$ cat config.mk
export PLATFORM = sky130hd
export DESIGN_NAME = mem_port_arbiter_flat
export DESIGN_NICKNAME = d
export VERILOG_FILES = /design/src/rtl/mem_port_arbiter_if.sv /design/src/rtl/mem_port_arbiter.sv /design/src/flat_wrapper.sv
export SDC_FILE = /design/constraint.sdc
export NUM_CORES = 1
export LEC_CHECK = 0
export CORE_ASPECT_RATIO = 0.8
export CORE_MARGIN = 3
export CORE_UTILIZATION = 37
export CTS_CLUSTER_SIZE = 10
export DETAILED_ROUTE_END_ITERATION = 10
export PLACE_DENSITY = 0.79
export SLEW_MARGIN = 20
export SYNTH_ARGS = -nofsm -noshare
export SYNTH_HDL_FRONTEND = slang
export SYNTH_SLANG_ARGS = --single-unit
$ cat constraint.sdc
create_clock -name clk -period 1.65 [get_ports clk]
set_input_delay 0.165 -clock clk [delete_from_list [all_inputs] [get_ports clk]]
set_output_delay 0.165 -clock clk [all_outputs]
set_load 0.005 [all_outputs]
$ cat src/rtl/mem_port_arbiter_if.sv
// Bundle of requester-side (D and I ports) and memory-side signals of the shared memory arbiter.
// The slave modport is the arbiter's view; master is the requesters-plus-memory view.
interface mem_port_arbiter_if #(
  parameter int unsigned ADDR_W = 10,
  parameter int unsigned DATA_W = 32
) ();
  logic              d_req;
  logic              d_we;
  logic [ADDR_W-1:0] d_addr;
  logic [DATA_W-1:0] d_wdata;
  logic              d_ack;
  logic [DATA_W-1:0] d_rdata;
  logic              d_stall;

  logic              i_req;
  logic              i_we;
  logic [ADDR_W-1:0] i_addr;
  logic [DATA_W-1:0] i_wdata;
  logic              i_ack;
  logic [DATA_W-1:0] i_rdata;
  logic              i_stall;

  logic              mem_en;
  logic              mem_we;
  logic [ADDR_W-1:0] mem_addr;
  logic [DATA_W-1:0] mem_wd;
  logic [DATA_W-1:0] mem_rd;

  modport slave (
    input  d_req, d_we, d_addr, d_wdata,
    input  i_req, i_we, i_addr, i_wdata,
    input  mem_rd,
    output d_ack, d_rdata, d_stall,
    output i_ack, i_rdata, i_stall,
    output mem_en, mem_we, mem_addr, mem_wd
  );

  modport master (
    output d_req, d_we, d_addr, d_wdata,
    output i_req, i_we, i_addr, i_wdata,
    output mem_rd,
    input  d_ack, d_rdata, d_stall,
    input  i_ack, i_rdata, i_stall,
    input  mem_en, mem_we, mem_addr, mem_wd
  );
endinterface

$ cat src/rtl/mem_port_arbiter.sv
// Round-robin arbiter sharing one fixed-latency memory between a data port (D) and an
// instruction-fetch port (I); each access runs IDLE -> BUSY (LATENCY cycles) -> DONE (ack).
module mem_port_arbiter #(
  parameter int unsigned ADDR_W  = 10,
  parameter int unsigned DATA_W  = 32,
  parameter int unsigned LATENCY = 4
) (
  input logic               clk,
  input logic               reset_n,
  mem_port_arbiter_if.slave bus
);

  localparam int unsigned CntW = (LATENCY > 1) ? $clog2(LATENCY) : 1;

  typedef enum logic [1:0] {StIdle, StBusy, StDone} state_e;

  state_e            state_q, state_d;
  logic [CntW-1:0]   cnt_q, cnt_d;
  // Port select encoding: 0 = D, 1 = I.
  logic              grant_q, grant_d;
  logic              last_q, last_d;
  logic              we_q, we_d;
  logic [ADDR_W-1:0] addr_q, addr_d;
  logic [DATA_W-1:0] wd_q, wd_d;
  logic [DATA_W-1:0] d_rdata_q, d_rdata_d;
  logic [DATA_W-1:0] i_rdata_q, i_rdata_d;
  logic              pick;

  // On a conflict the port that was not served last wins.
  assign pick = (bus.d_req && bus.i_req) ? ~last_q : bus.i_req;

  always_comb begin
    state_d   = state_q;
    cnt_d     = cnt_q;
    grant_d   = grant_q;
    last_d    = last_q;
    we_d      = we_q;
    addr_d    = addr_q;
    wd_d      = wd_q;
    d_rdata_d = d_rdata_q;
    i_rdata_d = i_rdata_q;
    unique case (state_q)
      StIdle: begin
        if (bus.d_req || bus.i_req) begin
          grant_d = pick;
          last_d  = pick;
          we_d    = pick ? bus.i_we    : bus.d_we;
          addr_d  = pick ? bus.i_addr  : bus.d_addr;
          wd_d    = pick ? bus.i_wdata : bus.d_wdata;
          cnt_d   = CntW'(LATENCY - 1);
          state_d = StBusy;
        end
      end
      StBusy: begin
        if (cnt_q == '0) begin
          state_d = StDone;
          if (!we_q) begin
            if (grant_q) i_rdata_d = bus.mem_rd;
            else         d_rdata_d = bus.mem_rd;
          end
        end else begin
          cnt_d = cnt_q - 1'b1;
        end
      end
      StDone:  state_d = StIdle;
      default: state_d = StIdle;
    endcase
  end

  always_ff @(posedge clk or negedge reset_n) begin
    if (!reset_n) begin
      state_q   <= StIdle;
      cnt_q     <= '0;
      grant_q   <= 1'b0;
      last_q    <= 1'b1;
      we_q      <= 1'b0;
      addr_q    <= '0;
      wd_q      <= '0;
      d_rdata_q <= '0;
      i_rdata_q <= '0;
    end else begin
      state_q   <= state_d;
      cnt_q     <= cnt_d;
      grant_q   <= grant_d;
      last_q    <= last_d;
      we_q      <= we_d;
      addr_q    <= addr_d;
      wd_q      <= wd_d;
      d_rdata_q <= d_rdata_d;
      i_rdata_q <= i_rdata_d;
    end
  end

  assign bus.mem_en   = (state_q == StBusy);
  assign bus.mem_we   = (state_q == StBusy) && we_q;
  assign bus.mem_addr = addr_q;
  assign bus.mem_wd   = wd_q;
  assign bus.d_ack    = (state_q == StDone) && !grant_q;
  assign bus.i_ack    = (state_q == StDone) && grant_q;
  assign bus.d_rdata  = d_rdata_q;
  assign bus.i_rdata  = i_rdata_q;
  assign bus.d_stall  = bus.d_req && !bus.d_ack;
  assign bus.i_stall  = bus.i_req && !bus.i_ack;

endmodule

$ cat src/flat_wrapper.sv
// flat-port wrapper written by rule: the top's interface ports become plain ports
module mem_port_arbiter_flat 
#(
  parameter int unsigned ADDR_W  = 10,
  parameter int unsigned DATA_W  = 32,
  parameter int unsigned LATENCY = 4
)
  (clk, reset_n, bus_d_req, bus_d_we, bus_d_addr, bus_d_wdata, bus_i_req, bus_i_we, bus_i_addr, bus_i_wdata, bus_mem_rd, bus_d_ack, bus_d_rdata, bus_d_stall, bus_i_ack, bus_i_rdata, bus_i_stall, bus_mem_en, bus_mem_we, bus_mem_addr, bus_mem_wd);
  mem_port_arbiter_if #(.ADDR_W(ADDR_W), .DATA_W(DATA_W)) bus_i ();
  input logic clk;
  input logic reset_n;
  input wire logic [$bits(bus_i.d_req)-1:0] bus_d_req;
  input wire logic [$bits(bus_i.d_we)-1:0] bus_d_we;
  input wire logic [$bits(bus_i.d_addr)-1:0] bus_d_addr;
  input wire logic [$bits(bus_i.d_wdata)-1:0] bus_d_wdata;
  input wire logic [$bits(bus_i.i_req)-1:0] bus_i_req;
  input wire logic [$bits(bus_i.i_we)-1:0] bus_i_we;
  input wire logic [$bits(bus_i.i_addr)-1:0] bus_i_addr;
  input wire logic [$bits(bus_i.i_wdata)-1:0] bus_i_wdata;
  input wire logic [$bits(bus_i.mem_rd)-1:0] bus_mem_rd;
  output wire logic [$bits(bus_i.d_ack)-1:0] bus_d_ack;
  output wire logic [$bits(bus_i.d_rdata)-1:0] bus_d_rdata;
  output wire logic [$bits(bus_i.d_stall)-1:0] bus_d_stall;
  output wire logic [$bits(bus_i.i_ack)-1:0] bus_i_ack;
  output wire logic [$bits(bus_i.i_rdata)-1:0] bus_i_rdata;
  output wire logic [$bits(bus_i.i_stall)-1:0] bus_i_stall;
  output wire logic [$bits(bus_i.mem_en)-1:0] bus_mem_en;
  output wire logic [$bits(bus_i.mem_we)-1:0] bus_mem_we;
  output wire logic [$bits(bus_i.mem_addr)-1:0] bus_mem_addr;
  output wire logic [$bits(bus_i.mem_wd)-1:0] bus_mem_wd;
  assign bus_i.d_req = bus_d_req;
  assign bus_i.d_we = bus_d_we;
  assign bus_i.d_addr = bus_d_addr;
  assign bus_i.d_wdata = bus_d_wdata;
  assign bus_i.i_req = bus_i_req;
  assign bus_i.i_we = bus_i_we;
  assign bus_i.i_addr = bus_i_addr;
  assign bus_i.i_wdata = bus_i_wdata;
  assign bus_i.mem_rd = bus_mem_rd;
  assign bus_d_ack = bus_i.d_ack;
  assign bus_d_rdata = bus_i.d_rdata;
  assign bus_d_stall = bus_i.d_stall;
  assign bus_i_ack = bus_i.i_ack;
  assign bus_i_rdata = bus_i.i_rdata;
  assign bus_i_stall = bus_i.i_stall;
  assign bus_mem_en = bus_i.mem_en;
  assign bus_mem_we = bus_i.mem_we;
  assign bus_mem_addr = bus_i.mem_addr;
  assign bus_mem_wd = bus_i.mem_wd;
  mem_port_arbiter #(.ADDR_W(ADDR_W), .DATA_W(DATA_W), .LATENCY(LATENCY)) u_core (.clk(clk), .reset_n(reset_n), .bus(bus_i));
endmodule
==> results.sh <==
export IMPL_layout_min_cycle_time_ns=1.681
export IMPL_grt_max_degree=48
export IMPL_endpoint_kind="register"
export IMPL_synth_top_cell_area_share_pct=57.22
export IMPL_routabilityCongestion=0.7750
export IMPL_drtIter0Drc=154
export IMPL_fin_ws_ns=-0.03093
export IMPL_cp_max_fo=9
export IMPL_yosys_most_used_dff="dfrtp_1"
export IMPL_wire_per_inst_um=18.43
export IMPL_holdCritPathClass="input pin to asynchronous set/reset pin"
export IMPL_totalWireLength_um=14760
export IMPL_via_per_inst=4.945
export IMPL_syn_num_nets=482
export IMPL_synth_cell_types=28
export IMPL_arrival_ns=1.96
export IMPL_grt_overflow_total=0
export IMPL_synth_area_top_cells="dfrtp_1 57%, mux2_4 9.2%, a21oi_1 9.1%"
export IMPL_drive_above_1_share_pct=22.38
export IMPL_startpoint="u_core.state_q[1]"
export IMPL_htreeDepth=4
export IMPL_yosysWarnings=0
export IMPL_rsz0062_at_grt="yes"
export IMPL_max_freq_mhz=594.9
export IMPL_die_h_um=108.9
export IMPL_grt_pass1_vias=4234
export IMPL_num_antenna_cells=0
export IMPL_leakage_nw=3.661
export IMPL_crit_type="register to register"
export IMPL_hold_violations=0
export IMPL_clk_path_buf_depth=2
export IMPL_syn_area_per_cell_sq_um=13.64
export IMPL_cts_sinks=113
export IMPL_synth_area_leader_cell="dfrtp_1"
export IMPL_grt_usage_pct=19.69
export IMPL_worstMarginPinSlew_ns=0.4393
export IMPL_start_kind="register"
export IMPL_cts_root_buf="clkbuf_16"
export IMPL_async_flop_share_pct=100.0
export IMPL_io_buffer_count=233
export IMPL_route_detailed_drc=0
export IMPL_required_ns=1.93
export IMPL_netlist_area_sq_mm=0.004898
export IMPL_grt_pass1_wl_um=22500
export IMPL_layout_commonest_cell="clkdlybuf4s50_1"
export IMPL_dr_pass1_iters=5
export IMPL_ir_drop_v=0.0008505
export IMPL_core_sq_mm=0.01257
export IMPL_chipWidth_um=134.6
export IMPL_ant_nets=0
export IMPL_dieArea_sq_mm=0.01466
export IMPL_path_clk_slew_ns=0.06
export IMPL_power_density_mw_per_mm2=1821
export IMPL_vias=3961
export IMPL_area_growth_pct=70.45
export IMPL_ys_seq_area_share_pct=57.75
export IMPL_clkLatencyLatePin_ns=0.40
export IMPL_status="finished, violations left"
export IMPL_grt_antenna_before_repair=0
export IMPL_max_slew_margin_pct=70.71
export IMPL_synth_edf_count=0
export IMPL_start_util_pct=38.98
export IMPL_cts_tree="built"
export IMPL_reg2reg_from="u_core.state_q[1]"
export IMPL_ys_ff_latch=113
export IMPL_fin_nets=740
export IMPL_skew_ns=0.01161
export IMPL_ioPinCount=234
export IMPL_violations="negative setup slack"
export IMPL_drv_cap=0
export IMPL_dp_hpwl_um=9899
export IMPL_total_power_mw=15.20
export IMPL_final_cell_mix="226 x clkdlybuf4s50_1, 111 x dfrtp_1, 89 x a21oi_1"
export IMPL_syn_inst=359
export IMPL_slew_violations=0
export IMPL_setup_viol=9
export IMPL_cts_buffers=17
export IMPL_finalCritPeriodShare_pct=101.9
export IMPL_rows=36
export IMPL_fin_tns_setup_ns=-0.1729
## layout make-up
type / count / area (sq um)
Clock buffer: 18 / 439.2
Clock inverter: 14 / 202.7
Fill cell: 831 / 4218
Inverter: 3 / 11.26
Multi-Input combinational cell: 216 / 1923
Sequential cell: 113 / 2830
Tap cell: 171 / 214.0
Timing Repair Buffer: 266 / 2729
## worst max-delay path: stages, from the launching register on
cell,delay [ns]
dfrtp_1,0.41
nor2b_4,0.15
buf_6,0.12
and4b_4,0.35
clkbuf_16,0.21
mux2_4,0.31
## cell usage after synthesis (all sizes together) (2+ instances only)
library cell    n
and2            3
a21oi          89
nor2b           3
inv             3
buf            20
nor3b           3
dfrtp         112
mux2i          43
mux2           64
clkbuf          7
a211oi          2
or2             2
## layer usage
layer | vias up | track usage [%] | wire [um]
li1 | 1817 | - | -
met1 | 1940 | 23.74 | 6021
met2 | 190 | 32.83 | 7276
met3 | 14 | 7.611 | 1309
met4 | 0 | 6.177 | 154
met5 | - | 0 | 0
## per-stage QoR
step	instance area (sq um)	instances	worst slack (ns)	hold WS [ns]	utilization [%]
after global placement	7500	756	0.04580	0.1355	59.68
after CTS	8219	795	-0.001997	0.2443	65.40
after floorplan	4898	359	0.1069	-0.1306	-
after detailed placement	7500	756	-0.01543	0.1378	59.68
final	8349	801	-0.03093	0.2505	66.44
after global routing	8349	801	-0.06353	0.2629	66.44
## state kept, by name, summed over array words and instances, names as in the netlist
signal	flops
u_core.last_q	1
u_core.state_q	2
u_core.bus.d_rdata	32
u_core.cnt_q	2
u_core.bus.mem_addr	10
u_core.bus.mem_wd	32
u_core.bus.i_rdata	32
u_core.grant_q	1
u_core.we_q	1
## cells by family (layout without fill, tap and decap cells)
kind of cell | after synthesis | after routing | share of synthesized area, %
and+or+nand+nor | 14 | 14 | 2.452
AOI/OAI and AO/OA | 94 | 94 | 9.911
muxes | 107 | 107 | 25.80
buffers and inverters | 30 | 301 | 3.831
adders and majority gates | 1 | 1 | 0.2554
DFF | 113 | 113 | 57.75
## path summary, 6_finish.rpt
path / end / slack [ns] / depth (start not counted)
worst max-delay path: u_core.bus.d_rdata[30] / -0.03 / 5
worst min-delay path: u_core.bus.i_rdata[0] / 0.25 / 2
worst max register to register: u_core.bus.d_rdata[30] / -0.03 / 5
worst min register to register: u_core.bus.i_rdata[3] / 0.50 / 1
max in group asynchronous: u_core.bus.mem_wd[0] / 0.81 / 3
min in group clk: u_core.last_q / 0.38 / 2
## power breakdown
part           internal [mW]  total (mW)  switching [mW]
clock                   2.59        3.95            1.36
combinational           4.05        6.32            2.27
sequential              4.13        4.93           0.808
## what timing repair did
action / in CTS / in global routing
hold buffers: 1 / 0
hold endpoints to repair: 27 / 0
cloned: 0 / 3
pin swaps: 1 / 1
buffers inserted: 6 / 3
gates resized for setup: 18 / 13
endpoints found under the setup margin: 6 / 99
Power figures use the tool's default switching activity.
